File: src/rtl/cdb_arbiter.sv
// Round-robin arbiter for the Tomasulo common data bus with a registered,
// one-cycle broadcast stage, synchronous flush and sticky label-0 error flag.
module cdb_arbiter #(
  parameter int NREQ    = 4,
  parameter int DATA_W  = 32,
  parameter int LABEL_W = 5,
  parameter int SRC_W   = 2
) (
  input  logic                    clk,
  input  logic                    rst_n,
  input  logic                    flush,
  input  logic [NREQ-1:0]         req_valid,
  output logic [NREQ-1:0]         req_ready,
  input  logic [NREQ*DATA_W-1:0]  req_data,
  input  logic [NREQ*LABEL_W-1:0] req_label,
  output logic                    cdb_valid,
  output logic [DATA_W-1:0]       cdb_data,
  output logic [LABEL_W-1:0]      cdb_label,
  output logic [SRC_W-1:0]        cdb_src,
  output logic                    err
);

  logic [NREQ-1:0]    eligible;
  logic [NREQ-1:0]    badLabel;
  logic               grantFound;
  logic [SRC_W-1:0]   grantIdx;
  logic               foundHi;
  logic               foundLo;
  logic [SRC_W-1:0]   hiIdx;
  logic [SRC_W-1:0]   loIdx;
  logic               transfer;
  logic [DATA_W-1:0]  selData;
  logic [LABEL_W-1:0] selLabel;

  logic               cdb_valid_q, cdb_valid_d;
  logic [DATA_W-1:0]  cdb_data_q,  cdb_data_d;
  logic [LABEL_W-1:0] cdb_label_q, cdb_label_d;
  logic [SRC_W-1:0]   cdb_src_q,   cdb_src_d;
  logic [SRC_W-1:0]   rr_ptr_q,    rr_ptr_d;
  logic               err_q,       err_d;

  // Label 0 means "no producer", so such a request is never granted and flags an error.
  always_comb begin
    eligible = '0;
    badLabel = '0;
    for (int i = 0; i < NREQ; i++) begin
      eligible[i] = req_valid[i] & (req_label[i*LABEL_W +: LABEL_W] != '0);
      badLabel[i] = req_valid[i] & (req_label[i*LABEL_W +: LABEL_W] == '0);
    end
  end

  // Rotating priority: first eligible at or above rr_ptr, otherwise first eligible from 0.
  always_comb begin
    foundHi = 1'b0;
    foundLo = 1'b0;
    hiIdx   = '0;
    loIdx   = '0;
    for (int i = 0; i < NREQ; i++) begin
      if (eligible[i] && !foundHi && (i >= int'(rr_ptr_q))) begin
        foundHi = 1'b1;
        hiIdx   = SRC_W'(i);
      end
      if (eligible[i] && !foundLo) begin
        foundLo = 1'b1;
        loIdx   = SRC_W'(i);
      end
    end
    grantFound = foundHi | foundLo;
    grantIdx   = foundHi ? hiIdx : loIdx;
  end

  always_comb begin
    req_ready = '0;
    if (grantFound && !flush && rst_n) begin
      req_ready = NREQ'(1) << grantIdx;
    end
  end

  assign transfer = |(req_valid & req_ready);

  always_comb begin
    selData  = '0;
    selLabel = '0;
    for (int i = 0; i < NREQ; i++) begin
      if (SRC_W'(i) == grantIdx) begin
        selData  = req_data[i*DATA_W +: DATA_W];
        selLabel = req_label[i*LABEL_W +: LABEL_W];
      end
    end
  end

  // Idle bus cycles drive zeros so OR-reduced downstream buses stay clean.
  always_comb begin
    cdb_valid_d = transfer;
    cdb_data_d  = transfer ? selData  : '0;
    cdb_label_d = transfer ? selLabel : '0;
    cdb_src_d   = transfer ? grantIdx : '0;
    err_d       = err_q | (|badLabel);
    rr_ptr_d    = rr_ptr_q;
    if (flush) begin
      rr_ptr_d = '0;
    end else if (transfer) begin
      rr_ptr_d = (int'(grantIdx) == NREQ-1) ? '0 : grantIdx + SRC_W'(1);
    end
  end

  always_ff @(posedge clk or negedge rst_n) begin
    if (!rst_n) begin
      cdb_valid_q <= 1'b0;
      cdb_data_q  <= '0;
      cdb_label_q <= '0;
      cdb_src_q   <= '0;
      rr_ptr_q    <= '0;
      err_q       <= 1'b0;
    end else begin
      cdb_valid_q <= cdb_valid_d;
      cdb_data_q  <= cdb_data_d;
      cdb_label_q <= cdb_label_d;
      cdb_src_q   <= cdb_src_d;
      rr_ptr_q    <= rr_ptr_d;
      err_q       <= err_d;
    end
  end

  assign cdb_valid = cdb_valid_q;
  assign cdb_data  = cdb_data_q;
  assign cdb_label = cdb_label_q;
  assign cdb_src   = cdb_src_q;
  assign err       = err_q;

endmodule
File: config.mk
export PLATFORM = sky130hd
export DESIGN_NAME = cdb_arbiter
export DESIGN_NICKNAME = d
export VERILOG_FILES = /design/src/rtl/cdb_arbiter.sv
export SDC_FILE = /design/constraint.sdc
export NUM_CORES = 1
export LEC_CHECK = 0
export CORE_MARGIN = 3
export CORE_UTILIZATION = 37
export CTS_CLUSTER_DIAMETER = 60
export DETAILED_ROUTE_END_ITERATION = 6
export PLACE_DENSITY = 0.9
export SLEW_MARGIN = 20
export SYNTH_ARGS = -nofsm -noshare
export SYNTH_HDL_FRONTEND = slang
export SYNTH_SLANG_ARGS = --single-unit
File: constraint.sdc
create_clock -name clk -period 4.2 [get_ports clk]
set_clock_uncertainty 0.2 [all_clocks]
set_input_delay 0.84 -clock clk [delete_from_list [all_inputs] [get_ports clk]]
set_output_delay 0.84 -clock clk [all_outputs]
set_load 0.02 [all_outputs]
; ---- Yosys cells after proc, flatten, opt, wreduce, memory -nomap -nowiden
; Index checks and enable logic that the tools add are counted.
[op_classes]
add_sub_neg = 1
order_cmp = 3
eq_ne = 4
shift = 1
mux = 30
bitwise = 11
n_reduce_logical = 30
[op_table]
columns = operator, count
row1 = $mux 32, 5
row2 = $mux 5, 5
row3 = $logic_not 5->1, 4
row4 = $reduce_bool 5->1, 4
row5 = $mux 2, 9
row6 = $logic_and 1x1->1, 11
row7 = $mux 1, 10
row8 = $and 1x1->1, 8
row9 = $reduce_or 4->1, 2
row10 = $logic_not 1->1, 7
row11 = $and 4x4->4, 1
row12 = $eq 2x2->1 const A, 2
row13 = $ge 1x2->1 const A, 2
row14 = $mux 4, 1
row15 = $shl 1x2->4 const A, 1
row16 = $add 2x1->2 const B, 1
row17 = $eq 1x2->1 const A, 1
row18 = $eq 2x1->1 const B, 1
row19 = $ge 2x2->1 const A, 1
row20 = $logic_not 2->1, 1
row21 = $or 1x1->1, 2
row22 = $reduce_bool 2->1, 1
[word_totals]
reg_bits = 43
input_bits = 155
output_inout_bits = 45

; ---- Longest topological paths before layout
; Gate-level depths: netlist of run 1.
[logic_depth]
word_depth = 23
mapped_depth = 13
mapped_depth_nobuf = 11

; ---- Worst setup path before layout of run 1
; Ideal clock, no wire load.
[synth_path]
path_kind = input-to-output
start = input port req_label[4]
end = output port req_ready[1]
arrival_ns = 3.153
required_time_ns = 3.160
setup_slack_ns = 0.007
cell_stages = 10
path_buffers = 3
path_cell_list = or4_1 o21ai_2 a2bb2oi_1 a2bb2oi_2 a21oi_1 ha_1 buf_2 buf_2 buf_1 and2_1
[synth_between]
elab_chain_len = 19
elab_cells_between_ends = 37
cone_classes = 1 x shift / 16 x mux / 2 x bitwise / 18 x reduce/logical
[synth_rtl]
columns = item, line_no
row1 = start: declaration, 15  ; input logic [NREQ*LABEL_W-1:0] req_label,
row2 = $reduce_bool 5->1 (*), 47  ; eligible[i] = req_valid[i] & (req_label[i*LABEL_W +: LABEL_W] != '0);
row3 = $and 1x1->1 (*), 47
row4 = $logic_and 1x1->1, 59  ; if (eligible[i] && !foundHi && (i >= int'(rr_ptr_q))) begin
row5 = $mux 1, 59
row6 = $logic_not 1->1, 59
row7 = $logic_and 1x1->1 (2 in series), 59
row8 = $mux 1, 59
row9 = $logic_not 1->1, 59
row10 = $logic_and 1x1->1 (2 in series), 59
row11 = $mux 1, 59
row12 = $logic_not 1->1, 59
row13 = $logic_and 1x1->1, 59
row14 = $mux 1, 59
row15 = $or 1x1->1, 68  ; grantFound = foundHi | foundLo;
row16 = $logic_and 1x1->1 (2 in series), 74  ; if (grantFound && !flush && rst_n) begin
row17 = $mux 4 (*), 74
row18 = end: declaration, 13  ; output logic [NREQ-1:0] req_ready,
; Mark *: on every way between the ends. The rest lies on a longest branch, timed or not.

; ---- Worst setup path in the final report of run 1
[layout_path]
start = input port req_label[6]
end = output port req_ready[3]
[layout_between]
elab_chain_len = 16
elab_cells_between_ends = 32
cone_classes = 1 x shift / 14 x mux / 2 x bitwise / 15 x reduce/logical
[layout_rtl]
columns = item, line_no
row1 = $reduce_bool 5->1 (*), 47
row2 = $and 1x1->1 (*), 47
row3 = $logic_and 1x1->1 (2 in series), 59
row4 = $mux 1, 59
row5 = $logic_not 1->1, 59
row6 = $logic_and 1x1->1 (2 in series), 59
row7 = $mux 1, 59
row8 = $logic_not 1->1, 59
row9 = $logic_and 1x1->1, 59
row10 = $mux 1, 59
row11 = $or 1x1->1, 68
row12 = $logic_and 1x1->1 (2 in series), 74
row13 = $mux 4 (*), 74
; Marked as above.

==> flow_metrics.tcl, run 1 <==
set metrics [dict create \
    combPwrFrac 0.490 \
    finalCriticalPeriod_ps 4149 \
    vias 3635 \
    worstSetupStartpointType "input pin" \
    cp_common_cell "buf_4" \
    finalHoldViolations 0 \
    cts_root_buf "clkbuf_8" \
    status "finished, final reports clean" \
    ff_latch_area_mm2 0.001076 \
    switching_share 0.3393 \
    cts_made_buffers 5 \
    path_clk_slew_ps 80 \
    multi_input_area_mm2 0.001927 \
    slew_violations 0 \
    endpoint_kind "output port" \
    synth_enable_flop_cells 0 \
    drive_gt1_frac 0.1687 \
    clock.fmax_mhz 241.0 \
    synth.distinct_cells 39 \
    synth.area.top_cells "dfrtp_1 35%, nor2b_1 14%, a221oi_1 9.6%" \
    period_share 0.9878 \
    syn_inst 350 \
    setup_viol 0 \
    insertedDiodeCount 0 \
    grt_pass1_wl_um 18500 \
    p_int_w 0.001082 \
    yosysWarnings 0 \
    synth_largest_area_cell "dfrtp_1" \
    peakVddDrop_mv 0.1482 \
    cp_slowest_cell "or4_4" \
    grt_pass1_vias 3660 \
    path_delay_family "buffers and inverters" \
    ys_seq_area_frac 0.3483 \
    synth_area_mm2 0.003089 \
    clock-sinks 43 \
    p_leak_nw 2.206 \
    fin_tns_setup_ps 0 \
    fin_area_mm2 0.005630 \
    layout_common_cells "194 x clkdlybuf4s50_1, 68 x nor2b_1, 43 x dfrtp_1, 39 x a21oi_1, 35 x nor3_1" \
    hold_path_class "reg -> reg" \
    p_sw_w 0.0005556 \
    max_stage_delay_ps 570 \
    ys.flop_type "dfrtp_1" \
    drv_cap 0 \
    grt_max_degree 73 \
    ctsLongestPathBuffers 2 \
    core-area_mm2 0.007928 \
    die_h_um 97.38 \
    cp_max_fo 5 \
    initial_utilization 0.3897 \
    crit_arrival_ps 3110 \
    hpwl_um 8768 \
    drt_wl_total_um 12280 \
    syn_area_per_cell_um2 8.826 \
    clock_latency_ps 290 \
    num_rows 32 \
    ys_ff_latch 43 \
    boundaryPins 200 \
    fin_util 0.7102 \
    max_slew_margin 0.5001 \
    drtIter0Drc 179 \
    drc 0 \
    final.fill_count 617 \
    htreeDepth 2 \
    cts_hold_buf 0 \
    critPathBufInv 4 \
    dr.pass1.iters 5 \
    final_common_cell "clkdlybuf4s50_1" \
    place_area_mm2 0.005259 \
    ys_async_sr_fraction 1.000 \
    die-area_mm2 0.009482 \
    wl_per_cell_um 18.47 \
    holdWs_ps 292.5 \
    vias_per_cell 5.466 \
    powerDensity_mw_per_mm2 290.8 \
    die_x_um 97.38 \
    required_ps 3160 \
    worstMarginPinSlew_ps 749.9 \
    syn_nets 509 \
    gr-total-overflow 0 \
    pwr-share-seq 0.274 \
    portBuffers 199 \
    cts_tree "yes" \
    cp_cell_sequence "clkdlybuf4s50_1 -> or4_4 -> o21ai_4 -> o221ai_2 -> a22oi_2 -> buf_4 -> buf_4 -> ha_2 -> and2_1 -> buf_6" \
    antenna_found_initial 0 \
    place_congestion 0.8925 \
    grt_usage 0.2367 \
    clockPowerShare 0.236 \
    fin_nets 721 \
    path_class "in -> out" \
    syn2layout_area_growth_pct 82.26 \
    postRouteAntennaNets 0 \
    synth_top_cell_area_share 0.3483 \
]
power by group through the flow:
stage | clock network [W] | logic [W] | registers (W)
2_1_floorplan | 0 | 0.000385 | 0.000483
3_3_place_gp | 0 | 0.000700 | 0.000454
3_5_place_dp | 0 | 0.000722 | 0.000456
4_1_cts | 0.000395 | 0.000734 | 0.000448
5_1_grt | 0.000411 | 0.000866 | 0.000450
6_report | 0.000387 | 0.000802 | 0.000448
metal layers:
layer,vias up,GRT usage,part of all wire
li1,1687,-,-
met1,1719,0.2829,0.38
met2,196,0.4080,0.50
met3,33,0.06317,0.087
met4,0,0.08413,0.027
met5,-,0,0
area by class of cell:
type                       count  area share
clock buffer                   5     0.01222
clock inverter                 3     0.01200
inverter                       5    0.003333
multi-input combinational    270      0.3422
sequential                    43      0.1911
tap                          102     0.02267
timing repair buffer         237      0.4164
path summary, 6_finish.rpt:
check                                   startpoint                      end  cells after the start  slack, ps
hold reg to reg                      err$_DFF_PN0_            err$_DFF_PN0_                      2        290
min in group asynchronous                    rst_n   cdb_data[31]$_DFF_PN0_                      2        440
setup / recovery                      req_label[6]             req_ready[3]                     10         50
max in group asynchronous                    rst_n   cdb_label[1]$_DFF_PN0_                      2       2980
hold / removal                       err$_DFF_PN0_            err$_DFF_PN0_                      2        290
setup reg to reg           rr_ptr_q[0]$_DFFE_PN0P_  rr_ptr_q[1]$_DFFE_PN0P_                     10       1300
synthesized netlist by cell type (2+ instances only):
library cell,instances
a21o_1,3
a22oi_1,2
ha_1,4
nor2_4,20
or4_1,2
o21ai_1,2
and2_1,6
dfrtp_1,43
o21ai_4,2
inv_1,4
nor2b_1,69
o21ai_0,4
a21oi_1,40
mux2i_1,2
buf_2,3
nor3_1,35
a221oi_1,34
nor2_1,22
clkbuf_1,19
or4_4,2
buf_1,7
nand2_1,5
o21a_1,2
buf_12,2
and3b_1,2
worst min-delay path: cells and delay by family (launching register included):
kind | cells | cell delay [ps]
DFF | 1 | 350
and+or+nand+nor | 1 | 70
AOI/OAI and AO/OA | 1 | 40
registers in the layout (all words and copies together) (netlist names):
name,cells
err,1
cdb_valid,1
cdb_src,2
rr_ptr_q,2
cdb_label,5
cdb_data,32
per-stage QoR:
stage	power, W	std cells	setup WS (ps)
after floorplan	0.0008683	350	6.882
after global placement	0.001154	646	-293.0
after detailed placement	0.001178	646	-476.0
after CTS	0.001577	657	8.855
after global routing	0.001727	665	-36.32
final	0.001638	665	51.26
cell families (layout without fill, tap and decap cells):
logic type / count (synthesis) / count (layout) / share of synthesized area
AOI/OAI and AO/OA: 98 / 98 / 0.2296
adders and majority gates: 4 / 4 / 0.01620
buffers and inverters: 37 / 250 / 0.06035
DFF: 43 / 43 / 0.3483
muxes: 2 / 2 / 0.006481
and+or+nand+nor: 166 / 166 / 0.3390
repair_timing:
action	in CTS	in global routing
setup buffers	3	6
pin swaps	4	6
endpoints found under the setup margin	28	44
resized for setup	21	26
cloned	0	2
(Power assumes the default switching activity.)
==> run 2: changes to the inputs <==
SLEW_MARGIN = not set   (was 20)
clock period = 4.3 ns   (was 4.2 ns; I/O delays follow)
==> flow_metrics.tcl, run 2 (same netlist as run 1, synthesis figures left out) <==
set metrics [dict create \
    drive_gt1_frac 0.1395 \
    syn2layout_area_growth_pct 73.55 \
    clock.fmax_mhz 236.6 \
    place_congestion 0.8256 \
    crit_arrival_ps 3170 \
    drv_cap 0 \
    final_common_cell "clkdlybuf4s50_1" \
    worstMarginPinSlew_ps 733.9 \
    boundaryPins 200 \
    die_x_um 97.38 \
    status "finished, final reports clean" \
    cts_tree "yes" \
    cts_root_buf "clkbuf_8" \
    drtIter0Drc 155 \
    vias 3447 \
    drc 0 \
    insertedDiodeCount 0 \
    peakVddDrop_mv 0.1979 \
    setup_viol 0 \
    num_rows 32 \
    core-area_mm2 0.007928 \
    cts_hold_buf 0 \
    powerDensity_mw_per_mm2 261.7 \
    place_inst 642 \
    grt_pass1_wl_um 17940 \
    slew_violations 0 \
    gr-total-overflow 0 \
    grt_max_degree 73 \
    ctsLongestPathBuffers 2 \
    rsz0062_at_grt "true" \
    fin_nets 710 \
    place_area_mm2 0.005229 \
    die-area_mm2 0.009482 \
    dr.pass1.iters 4 \
    hpwl_um 8517 \
    drt_wl_total_um 11250 \
    wl_per_cell_um 17.20 \
    portBuffers 199 \
    die_h_um 97.38 \
    htreeDepth 2 \
    endpoint_kind "output port" \
    setup_ws_ps 73.21 \
    path_clk_slew_ps 90 \
    required_ps 3240 \
    grt_pass1_vias 3480 \
    clock-sinks 43 \
    period_share 0.9830 \
    finalHoldViolations 0 \
    path_class "in -> out" \
    antenna_found_initial 0 \
    finalCriticalPeriod_ps 4227 \
    initial_utilization 0.3897 \
    largest_reg_flops 32 \
    p_leak_nw 2.095 \
    max_slew_margin 0.5108 \
    grt_usage 0.2315 \
    fin_tns_setup_ps 0 \
    fin_area_mm2 0.005361 \
    postRouteAntennaNets 0 \
    clock_latency_ps 300 \
    stdcell_count 654 \
    pre_cts_slack_ps -388.9 \
    hold_path_class "reg -> reg" \
    layout_common_cells "194 x clkdlybuf4s50_1, 69 x nor2b_1, 43 x dfrtp_1, 39 x a21oi_1, 35 x nor3_1" \
    holdWs_ps 298.7 \
    cp_max_fo 3 \
    worstSetupStartpointType "input pin" \
    vias_per_cell 5.271 \
    cts_made_buffers 5 \
]
run 2: cell types whose count changed in the layout (fill, tap and decap cells not counted), sizes merged:
cell	previous run	this run
buf	41	30
bufinv	2	0
clkbuf	7	8
clkinv	0	1
run 2: per-layer routing:
layer / share of wire / global-route usage / wire length, um / vias to the layer above
li1: - / - / - / 1660
met1: 0.40 / 0.2846 / 4507 / 1605
met2: 0.51 / 0.4091 / 5728 / 164
met3: 0.073 / 0.05528 / 818 / 18
met4: 0.017 / 0.05325 / 195 / 0
met5: 0 / 0 / 0 / -
run 2: what timing repair did:
action | 4_1_cts | 5_1_grt
endpoints found under the hold margin | 0 | 0
gates resized for setup | 9 | 17
buffers inserted | 2 | 2
setup endpoints to repair | 24 | 44
pin swaps | 1 | 4
run 2: critical path, stage by stage:
cell	delay (ps)
clkdlybuf4s50_1	420
or4_4	560
o21ai_2	220
buf_4	150
o21ai_0	80
a22oi_2	190
buf_4	160
inv_2	30
ha_1	200
and2_1	140
buf_2	160
run 2: metrics by stage:
stage            util  total power, W
2_1_floorplan       -       0.0008481
3_3_place_gp   0.6596        0.001122
3_5_place_dp   0.6596        0.001139
4_1_cts        0.6727        0.001405
5_1_grt        0.6763        0.001496
6_report       0.6763        0.001403
run 2: final timing paths:
check / start / end / slack (ps) / cells after the start
hold reg to reg: err$_DFF_PN0_ / err$_DFF_PN0_ / 300 / 2
hold / removal: err$_DFF_PN0_ / err$_DFF_PN0_ / 300 / 2
setup / recovery: req_label[4] / req_ready[0] / 70 / 11
setup reg to reg: rr_ptr_q[0]$_DFFE_PN0P_ / rr_ptr_q[1]$_DFFE_PN0P_ / 1320 / 12
max in group asynchronous: rst_n / rr_ptr_q[1]$_DFFE_PN0P_ / 3050 / 2
min in group asynchronous: rst_n / cdb_data[10]$_DFF_PN0_ / 470 / 2
run 2: cell type report:
class,count,area [um^2]
Fill cell,623,2566
Sequential cell,43,1076
Clock buffer,6,72.57
Timing Repair Buffer,226,2203
Inverter,5,18.77
Tap cell,102,127.6
Clock inverter,2,12.51
Multi-Input combinational cell,270,1851
run 2: where the power goes:
group	switching, W	internal [W]	leakage, nW	total (W)
combinational	0.000354	0.000353	1.46	0.000707
clock	0.000145	0.000114	0.0412	0.000259
sequential	0.00000915	0.000428	0.589	0.000437
==> run 3: changes to the inputs <==
SLEW_MARGIN = 20   (was not set)
==> results of run 3 <==
The final DEF is identical to that of run 2; final timing and power are the same.
